===== src/rtl/pipe_collision_score.sv =====
// pipe_collision_score
//   Per-frame game-rule stage. Detects bird/pipe and bird/ground collisions,
//   counts pipes the bird has passed, and sequences the game through
//   IDLE -> PLAY -> HIT -> OVER -> IDLE. One frame_clk cycle is one frame.
//
// Ports
//   frame_clk  in   frame clock, all state updates on its rising edge
//   Reset      in   asynchronous active-high clear
//   keycode    in   current USB keycode (0 = no key)
//   BirdX/Y    in   bird centre; BirdS in: bird half-size
//   PipeX/Y    in   pipe column centre X, gap centre Y
//   score      out  passed-pipe count (saturating)
//   playing    out  state == PLAY
//   freeze     out  state != PLAY (movers hold)
//   game_over  out  state == OVER
//   state      out  IDLE=0, PLAY=1, HIT=2, OVER=3
module pipe_collision_score #(
  parameter int unsigned PIPE_HALF_W = 26,
  parameter int unsigned GAP_HALF    = 60,
  parameter int unsigned GROUND_Y    = 440,
  parameter int unsigned HIT_FRAMES  = 30,
  parameter logic [7:0]  START_KEY   = 8'h1A,
  parameter logic [7:0]  RESTART_KEY = 8'h15
) (
  input  logic        frame_clk,
  input  logic        Reset,
  input  logic [7:0]  keycode,
  input  logic [9:0]  BirdX,
  input  logic [9:0]  BirdY,
  input  logic [9:0]  BirdS,
  input  logic [9:0]  PipeX,
  input  logic [9:0]  PipeY,
  output logic [26:0] score,
  output logic        playing,
  output logic        freeze,
  output logic        game_over,
  output logic [1:0]  state
);

  localparam logic [1:0] IDLE = 2'd0;
  localparam logic [1:0] PLAY = 2'd1;
  localparam logic [1:0] HIT  = 2'd2;
  localparam logic [1:0] OVER = 2'd3;

  localparam logic [10:0] PHW = 11'(PIPE_HALF_W);
  localparam logic [10:0] GH  = 11'(GAP_HALF);
  localparam logic [10:0] GY  = 11'(GROUND_Y);
  localparam logic [7:0]  HIT_LOAD = 8'(HIT_FRAMES - 1);

  logic [7:0]  hit_timer;
  logic [9:0]  prev_pipe_x;
  logic        armed;

  logic [10:0] bx, by, bs, px, py;
  logic        x_overlap, gap_miss, ground, collide, pass;

  assign bx = {1'b0, BirdX};
  assign by = {1'b0, BirdY};
  assign bs = {1'b0, BirdS};
  assign px = {1'b0, PipeX};
  assign py = {1'b0, PipeY};

  // Every difference is moved to the other side as a sum, so no term can
  // underflow near the screen edges.
  always_comb begin
    x_overlap = ((bx + bs + PHW) >= px) && ((px + PHW + bs) >= bx);
    gap_miss  = ((by + GH) < (py + bs)) || ((by + bs) > (py + GH));
    ground    = (by + bs) >= GY;
    collide   = (x_overlap && gap_miss) || ground;
    // Only a leftward move that carries the pipe across BirdX counts;
    // a respawn jump to the right never does.
    pass      = (prev_pipe_x > BirdX) && (PipeX <= BirdX) && (PipeX < prev_pipe_x);
  end

  always_ff @(posedge frame_clk or posedge Reset) begin
    if (Reset) begin
      state       <= IDLE;
      score       <= '0;
      hit_timer   <= '0;
      prev_pipe_x <= '0;
      armed       <= 1'b0;
    end else begin
      prev_pipe_x <= PipeX;
      case (state)
        IDLE: begin
          score <= '0;
          if (keycode == START_KEY) state <= PLAY;
        end
        PLAY: begin
          if (collide) begin
            state     <= HIT;
            hit_timer <= HIT_LOAD;
          end else if (pass && (score != '1)) begin
            score <= score + 27'd1;
          end
        end
        HIT: begin
          if (hit_timer == '0) begin
            state <= OVER;
            armed <= 1'b0;
          end else begin
            hit_timer <= hit_timer - 8'd1;
          end
        end
        OVER: begin
          // A key release is required before restart, so a key held
          // through the HIT sequence cannot restart the game.
          if (keycode == 8'h00) begin
            armed <= 1'b1;
          end else if (armed && (keycode == RESTART_KEY)) begin
            state <= IDLE;
            score <= '0;
          end
        end
        default: state <= IDLE;
      endcase
    end
  end

  assign playing   = (state == PLAY);
  assign freeze    = (state != PLAY);
  assign game_over = (state == OVER);

endmodule


===== config.mk =====
export PLATFORM = sky130hd
export DESIGN_NAME = pipe_collision_score
export DESIGN_NICKNAME = d
export VERILOG_FILES = /design/src/rtl/pipe_collision_score.sv
export SDC_FILE = /design/constraint.sdc
export NUM_CORES = 1
export LEC_CHECK = 0
export BUFFER_PORTS_ARGS = -buffer_cell sky130_fd_sc_hd__buf_2
export CAP_MARGIN = 10
export CORE_ASPECT_RATIO = 0.7
export CORE_MARGIN = 1
export CORE_UTILIZATION = 40
export CTS_BUF_LIST = sky130_fd_sc_hd__clkbuf_8 sky130_fd_sc_hd__clkbuf_16
export CTS_CLUSTER_SIZE = 25
export DETAILED_ROUTE_END_ITERATION = 10
export GPL_TIMING_DRIVEN = 0
export SETUP_SLACK_MARGIN = 0.2
export SYNTH_ARGS = -nofsm -noshare
export SYNTH_HDL_FRONTEND = slang
export SYNTH_SLANG_ARGS = --single-unit

===== constraint.sdc =====
create_clock -name frame_clk -period 3 [get_ports frame_clk]
set_input_delay 0.45 -clock frame_clk [delete_from_list [all_inputs] [get_ports frame_clk]]
set_output_delay 0.45 -clock frame_clk [all_outputs]
set_load 0.1 [all_outputs]

==> flow_summary.rst, run 1 <==
.. list-table::
   :header-rows: 1

   * - Metric
     - Value
   * - Status
     - finished with violations
   * - Violations in the final reports
     - negative setup slack
   * - Share of synthesized flip-flops with an asynchronous set or reset
     - 1.00
   * - Slack of the worst reg-to-reg path
     - about 0.10 ns
   * - Clock latency on the worst-skew pair
     - 0.30 ns
   * - Worst clock skew
     - between 0.006 and 0.007 ns
   * - Average wire per standard cell
     - between 15 and 20 um
   * - First-pass GRT wire length
     - roughly 28000 um
   * - Remaining max-slew budget at the tightest pin
     - 0.589
   * - Port Buffers
     - between 90 and 100
   * - Die Footprint
     - approximately 17000 sq um
   * - Avg Inst Size Synth
     - 8.51 sq um
   * - Congestion Overflow GR
     - 0
   * - Area grow syn2layout
     - 26.5%
   * - Setup Crit Path Kind
     - in2reg
   * - Layout cell share with drive strength beyond 1
     - 0.267
   * - RSZ-0062 raised after global routing
     - yes
   * - Area share of the largest cell type after synthesis
     - 0.264
   * - Gate count of the mapped netlist
     - around 760
   * - Floorplan core area
     - roughly 16000 sq um
   * - Class of the tightest hold or removal check
     - in2async
   * - Vias in the first global route
     - around 5600
   * - Dominant cell type by area after synthesis
     - ha_1
   * - Standard-cell row count
     - 38
   * - Minimum clock period
     - ~4.0 ns
   * - Compound-Gate Fraction of Synth Area
     - 0.228
   * - Vias after detailed routing
     - roughly 6000
   * - Data arrival time of the critical path
     - roughly 4.2 ns
   * - Most common cell in the synthesized netlist
     - ha_1
   * - Number of enable flip-flop cells after synthesis
     - 0
   * - Layout Nets
     - 1085
   * - Yosys reg bits
     - 48
   * - Root buffer cell
     - clkbuf_16
   * - Max Slew Vio Count
     - 0
   * - Path depth of the worst reg2reg path
     - 11
   * - Hold Fails Final Rpt
     - 0
   * - Count of yosys warnings during synthesis
     - 0
   * - Number of primary I/O pins
     - between 90 and 100
   * - Overall die width
     - around 150 um
   * - Top fanout value on the critical path
     - 8
   * - Remaining DRCs
     - 0
   * - HPWL Detailed
     - 13500 um
   * - Detailed Route Iter0 Violations
     - roughly 350
   * - Fin Setup TNS
     - -33.56 ns
   * - Proportion of synthesized chip area in sequential cells
     - 0.187
   * - Power Dens Cells
     - ~470 nW/um^2
   * - Max-Cap Viols
     - 0
   * - # placed instances
     - approximately 1000
   * - Largest voltage drop on the vdd net
     - approximately 0.25 mV
   * - Routed WL
     - around 17000 um
   * - Fin cells
     - approximately 1100
   * - Number of iterations in the first detailed-routing pass
     - 6
   * - Crit path from
     - BirdS[1]
   * - Unique cell type count in the Yosys netlist
     - 80
   * - Period Utilization, post-route
     - 1.34
   * - Number of hold buffers added after cts
     - 0
   * - Number of antenna violations at the first check in global routing
     - 0
   * - Post-route setup slack
     - -1.01 ns
   * - Ant diodes
     - 0
   * - Post-synthesis share of cell area spent on and, or, nand and nor gates
     - 0.185
   * - Least-Margin Pin Slew
     - 0.617 ns
   * - Primary FF master, synth
     - dfrtp_1
   * - Required time worst endpoint
     - around 3.2 ns
   * - Leakage power of the design
     - between 3 and 4 nW
   * - Kind of capture point of the worst setup path
     - register
   * - Reg-to-Reg Start
     - score[8]
   * - Starting density of the core
     - 0.413
   * - CTS tree
     - built
   * - Clock H-tree levels
     - 2
   * - Netlist area before placement
     - about 6400 sq um
   * - Mux share of post-synthesis cell area
     - 0.0128
   * - List of most frequent post-synthesis cells
     - 136 x ha_1, 80 x inv_1, 49 x nand2_1
   * - Final core utilization
     - 0.522
   * - Clock edge transition at the registers on the reported setup and hold paths
     - approximately 0.070 ns
   * - Worst setup slack after placement
     - -1.65 ns
   * - Maximum number of pins on one net before global-route repair
     - 40
   * - Setup-failing EPs final
     - 37
   * - Number of vias per cell
     - ~5.6
   * - Number of buffers on the longest clock path
     - 2
   * - Syn_nets
     - roughly 960
   * - Pwr Total
     - ~3.8 mW
   * - Global router's overall resource usage
     - 0.210
   * - Antenna-violating nets left
     - 0
   * - Final estimated routing congestion in global placement
     - roughly 0.86
   * - Xor/xnor share of the synthesized area
     - 0.0515
   * - Clock net sink count
     - 48
   * - Top area cells in the synthesized netlist
     - ha_1 26%, dfrtp_1 19%, inv_1 4.7%
   * - Main combinational cell family by area after synthesis
     - adder cells
   * - Die Ht
     - roughly 110 um
   * - Achievable clock frequency
     - approximately 250 MHz
   * - Worst Setup Start Kind
     - primary input
   * - Number of clock buffers inserted by TritonCTS
     - 5
   * - Post-Synth Adder-Cell Area
     - 0.277
## routing by layer
layer	track usage	routed length, um
met5	0	0
met4	0.0329	93
met3	0.0313	791
met2	0.316	7200
met1	0.318	9030
## logic make-up after synthesis
| family | Yosys count |
|---|---|
| simple gates | 218 |
| compound gates | 210 |
| fa+ha+maj | 140 |
| buf+inv | 95 |
| flops | 48 |
| xor+xnor | 37 |
| mux | 8 |
## worst paths after layout
| check | end |
|---|---|
| worst max-delay path | score[11] |
| worst min-delay path | hit_timer[2] |
| worst max register to register | score[3] |
| worst min register to register | hit_timer[1] |
| max in group asynchronous | score[11] |
| min in group frame_clk | prev_pipe_x[1] |
## placed cells by master (no fill, tap or decap), types with 11 or more instances in the layout
| master | n |
|---|---|
| a31oi_1 | 11 |
| buf_4 | 23 |
| nor3_1 | 12 |
| a21oi_2 | 17 |
| inv_1 | 67 |
| a21o_1 | 26 |
| a211oi_1 | 12 |
| nand4_1 | 11 |
| xor2_1 | 16 |
| o21ai_1 | 12 |
| a21oi_1 | 31 |
| buf_2 | 86 |
| nand3_1 | 17 |
| dfrtp_1 | 46 |
| ha_1 | 124 |
| nand2_1 | 47 |
| and3_1 | 21 |
| nor2_1 | 37 |
| nand2b_1 | 11 |
| buf_6 | 11 |
| o21ai_0 | 18 |
| xnor2_1 | 20 |
## what timing repair did
action	in CTS	in global routing
endpoints found under the setup margin	37	37
gates cloned	0	1
gates resized for setup	62	30
endpoints found under the hold margin	0	0
pin swaps	34	23
setup buffers	19	10
## power breakdown
| part | switching (mW) | internal (mW) |
|---|---|---|
| Clock | 0.257 | 0.329 |
| Combinational | 1.56 | 0.934 |
| Sequential | 0.0475 | 0.698 |
## state kept, by name (all words and copies together) (netlist names)
register	flops
state	2
prev_pipe_x	10
hit_timer	8
score	27
armed	1
## worst max-delay path: stages
cell      delay [ns]
buf_12          0.12
buf_4           0.14
fa_2            0.39
a21o_1          0.19
a21oi_2         0.14
o21bai_1        0.10
a21oi_2         0.16
nor2b_1         0.06
o21a_1          0.18
o21ai_2         0.13
nand2b_1        0.09
a21oi_2         0.14
ha_1            0.18
nand2_1         0.10
o31ai_4         0.32
nand4_1         0.16
o211a_4         0.35
nor3b_4         0.24
buf_12          0.17
a31oi_1         0.08
a311oi_1        0.29
## stage by stage
stage,hold slack (ns),area (sq um)
after CTS,0.0755,7920
after detailed placement,0.393,7350
after global routing,0.0793,8140
after global placement,0.467,7330
final,0.0719,8140
after floorplan,0.448,6620
## cell type report
cell class              instances  area (sq um)
plain buffers                  15           108
clock buffers                   6           139
fillers                      1507          7460
repair buffers                122           820
inverters                      80           325
multi-input cells             613          5280
flip-flops and latches         48          1200
clock inverters                 2          10.0
well taps                     200           250
Power figures use the tool's default switching activity.
==> inputs of run 2 (changes only) <==
--- a/config.mk
+++ b/config.mk
@@ -15,6 +15,8 @@
 export DETAILED_ROUTE_END_ITERATION = 10
 export GPL_TIMING_DRIVEN = 0
 export SETUP_SLACK_MARGIN = 0.2
+export SKIP_LAST_GASP = 1
 export SYNTH_ARGS = -nofsm -noshare
 export SYNTH_HDL_FRONTEND = slang
 export SYNTH_SLANG_ARGS = --single-unit
+export TNS_END_PERCENT = 5
==> run 2 against run 1 <==
Effect of this change: the flow still finishes with violations (negative setup slack); via count down 2.8%; critical path depth up 4; die area unchanged; total power down 4.2%; global-route usage down 0.51 points; register-to-register slack better by 0.03 ns; first-iteration DRC count up 24%; clock-buffer cell count up 1; worst setup slack worse by 0.11 ns; sequential share of layout area up 0.73 points; critical path type unchanged; critical endpoint unchanged; largest cell class unchanged.
==> flow_summary.rst, run 2 (synthesized netlist as in run 1, its figures left out) <==
.. list-table::
   :header-rows: 1

   * - Metric
     - Value
   * - Status
     - finished with violations
   * - Detailed Route Iter0 Violations
     - 437
   * - Top reg by flops
     - score
   * - Starting density of the core
     - 0.413
   * - Floorplan core area
     - around 16000 sq um
   * - Slack of the worst reg-to-reg path
     - between 0.1 and 0.15 ns
   * - Clock edge transition at the registers on the reported setup and hold paths
     - roughly 0.070 ns
   * - Violations in the final reports
     - negative setup slack
   * - Least-Margin Pin Slew
     - approximately 0.62 ns
   * - RSZ-0062 raised after global routing
     - yes
   * - Minimum clock period
     - approximately 4.1 ns
   * - Seq pwr share
     - 0.201
   * - Max-Cap Viols
     - 0
   * - Worst Setup Start Kind
     - primary input
   * - Leading cell type in the layout, fill and taps excluded
     - ha_1
   * - Clock power frac
     - 0.188
   * - Worst setup slack after placement
     - -1.68 ns
   * - Largest voltage drop on the vdd net
     - 0.298 mV
   * - Global router's overall resource usage
     - 0.205
   * - Leakage power of the design
     - 3.84 nW
   * - Reg-to-Reg Start
     - score[8]
   * - CP max-delay cell
     - nor3b_4
   * - Class of the tightest hold or removal check
     - in2async
   * - Post-route design area
     - between 7000 and 8000 sq um
   * - HPWL Detailed
     - ~14000 um
   * - Power Dens Cells
     - between 400 and 500 nW/um^2
   * - Vias after detailed routing
     - roughly 5900
   * - Remaining max-slew budget at the tightest pin
     - 0.584
   * - Hold Fails Final Rpt
     - 0
   * - Switching Power
     - between 1.5 and 2 mW
   * - Slowest stage delay, CP
     - ~0.32 ns
   * - Path depth of the worst reg2reg path
     - 11
   * - Placed cell areas
     - approximately 7300 sq um
   * - Top fanout value on the critical path
     - 7
   * - Data arrival time of the critical path
     - 4.31 ns
   * - Remaining DRCs
     - 0
   * - Number of primary I/O pins
     - 92
   * - Commonest cells after routing, fill and taps aside
     - 127 x ha_1, 87 x buf_2, 69 x inv_1
   * - End of the worst register-to-register path
     - score[11]
   * - Number of buffers on the longest clock path
     - 2
   * - Final core utilization
     - 0.496
   * - Average wire per standard cell
     - ~15 um
   * - Ant diodes
     - 0
   * - Maximum number of pins on one net before global-route repair
     - 38
   * - Achievable clock frequency
     - roughly 240 MHz
   * - Die Ht
     - 108 um
   * - Antenna-violating nets left
     - 0
   * - Setup-failing EPs final
     - 37
   * - Clock H-tree levels
     - 2
   * - Port Buffers
     - 91
   * - Clock net sink count
     - 48
   * - Routed WL
     - between 15000 and 20000 um
   * - Most Frequent Cell on Critical Path
     - a21o_1
   * - Worst clock skew
     - 0.00738 ns
   * - Number of vias per cell
     - ~5.5
   * - Combinational power share
     - 0.611
   * - Max Slew Vio Count
     - 0
   * - Layout cell share with drive strength beyond 1
     - 0.211
   * - First-pass GRT wire length
     - approximately 27000 um
   * - Number of antenna violations at the first check in global routing
     - 0
   * - Number of hold buffers added after cts
     - 0
   * - Cell internal pwr
     - 1.93 mW
   * - Kind of capture point of the worst setup path
     - register
   * - Top flop regs
     - score: 27 flops, prev_pipe_x: 10 flops, hit_timer: 8 flops
   * - Post-route setup slack
     - -1.13 ns
   * - Layout Nets
     - 1069
   * - Required time worst endpoint
     - about 3.2 ns
   * - Congestion Overflow GR
     - 0
   * - CTS tree
     - built
   * - Flip-flop count of the largest register, all copies and words added
     - 27
   * - Root buffer cell
     - clkbuf_16
   * - Standard-cell row count
     - 38
   * - Setup Crit Path Kind
     - in2reg
   * - Period Utilization, post-route
     - 1.38
   * - Vias in the first global route
     - roughly 5300
   * - Clock latency on the worst-skew pair
     - between 0.2 and 0.3 ns
   * - Area grow syn2layout
     - 20.3%
   * - Number of iterations in the first detailed-routing pass
     - 5
   * - Net Sw Frac
     - 0.473
   * - Final estimated routing congestion in global placement
     - 0.866
   * - Die Footprint
     - 16600 sq um
   * - Number of clock buffers inserted by TritonCTS
     - 5
   * - Fill count
     - between 1500 and 2000
   * - Overall die width
     - roughly 150 um
-- run 2: power groups by stage --
| stage | Combinational, mW | Clock (mW) | Sequential [mW] |
|---|---|---|---|
| after floorplan | 1.51 | 0 | 0.841 |
| after global placement | 2.10 | 0 | 0.750 |
| after detailed placement | 2.12 | 0 | 0.751 |
| after CTS | 2.21 | 0.706 | 0.740 |
| after global routing | 2.49 | 0.742 | 0.750 |
| final | 2.24 | 0.689 | 0.739 |
-- run 2: worst max-delay path, delay by kind of cell --
family / cells / cell delay, ns
compound gates: 12 / 1.96
fa+ha+maj: 4 / 0.88
simple gates: 3 / 0.47
buf+inv: 5 / 0.41
xor+xnor: 1 / 0.13
-- run 2: per-stage QoR --
step           instances  total power [mW]  TNS [ns]  hold slack [ns]
2_1_floorplan        756              2.35    -29.02            0.448
3_3_place_gp        1047              2.85    -55.33            0.466
3_5_place_dp        1048              2.87    -55.08            0.409
4_1_cts             1068              3.66    -33.74           0.0957
5_1_grt             1070              3.98    -43.70            0.109
6_report            1070              3.67    -35.12           0.0906
-- run 2: worst max path at each step --
stage,slack [ns],endpoint,cells past startpoint,start
final,-1.13,score[11],25,BirdS[1]
after global routing,-1.36,score[11],25,BirdS[1]
after CTS,-1.04,score[11],21,BirdS[3]
after detailed placement,-1.68,score[7],23,BirdS[1]
after global placement,-1.68,score[9],24,BirdS[1]
after floorplan,-0.88,hit_timer[3],22,BirdS[1]
-- run 2: final cells by class --
cell class	instances	area [sq um]	area share
tap	200	250	0.0323
clock inverter	1	30.0	0.00388
inverter	80	325	0.0420
timing repair buffer	106	612	0.0791
clock buffer	7	153	0.0197
multi-input combinational	613	5080	0.657
sequential	48	1200	0.155
buffer	15	85.1	0.0110
-- run 2: layer usage --
metal | share of wire | GRT usage
met5 | 0 | 0
met4 | 0.0052 | 0.0286
met3 | 0.053 | 0.0341
met2 | 0.40 | 0.292
met1 | 0.54 | 0.321
-- run 2: what timing repair did --
| action | in CTS | in global routing |
|---|---|---|
| resized for setup | 26 | 3 |
| setup buffers | 12 | 2 |
| pin swaps | 22 | 12 |
| setup endpoints to repair | 38 | 38 |
| hold endpoints to repair | 0 | 0 |
| cloned | 0 | 0 |
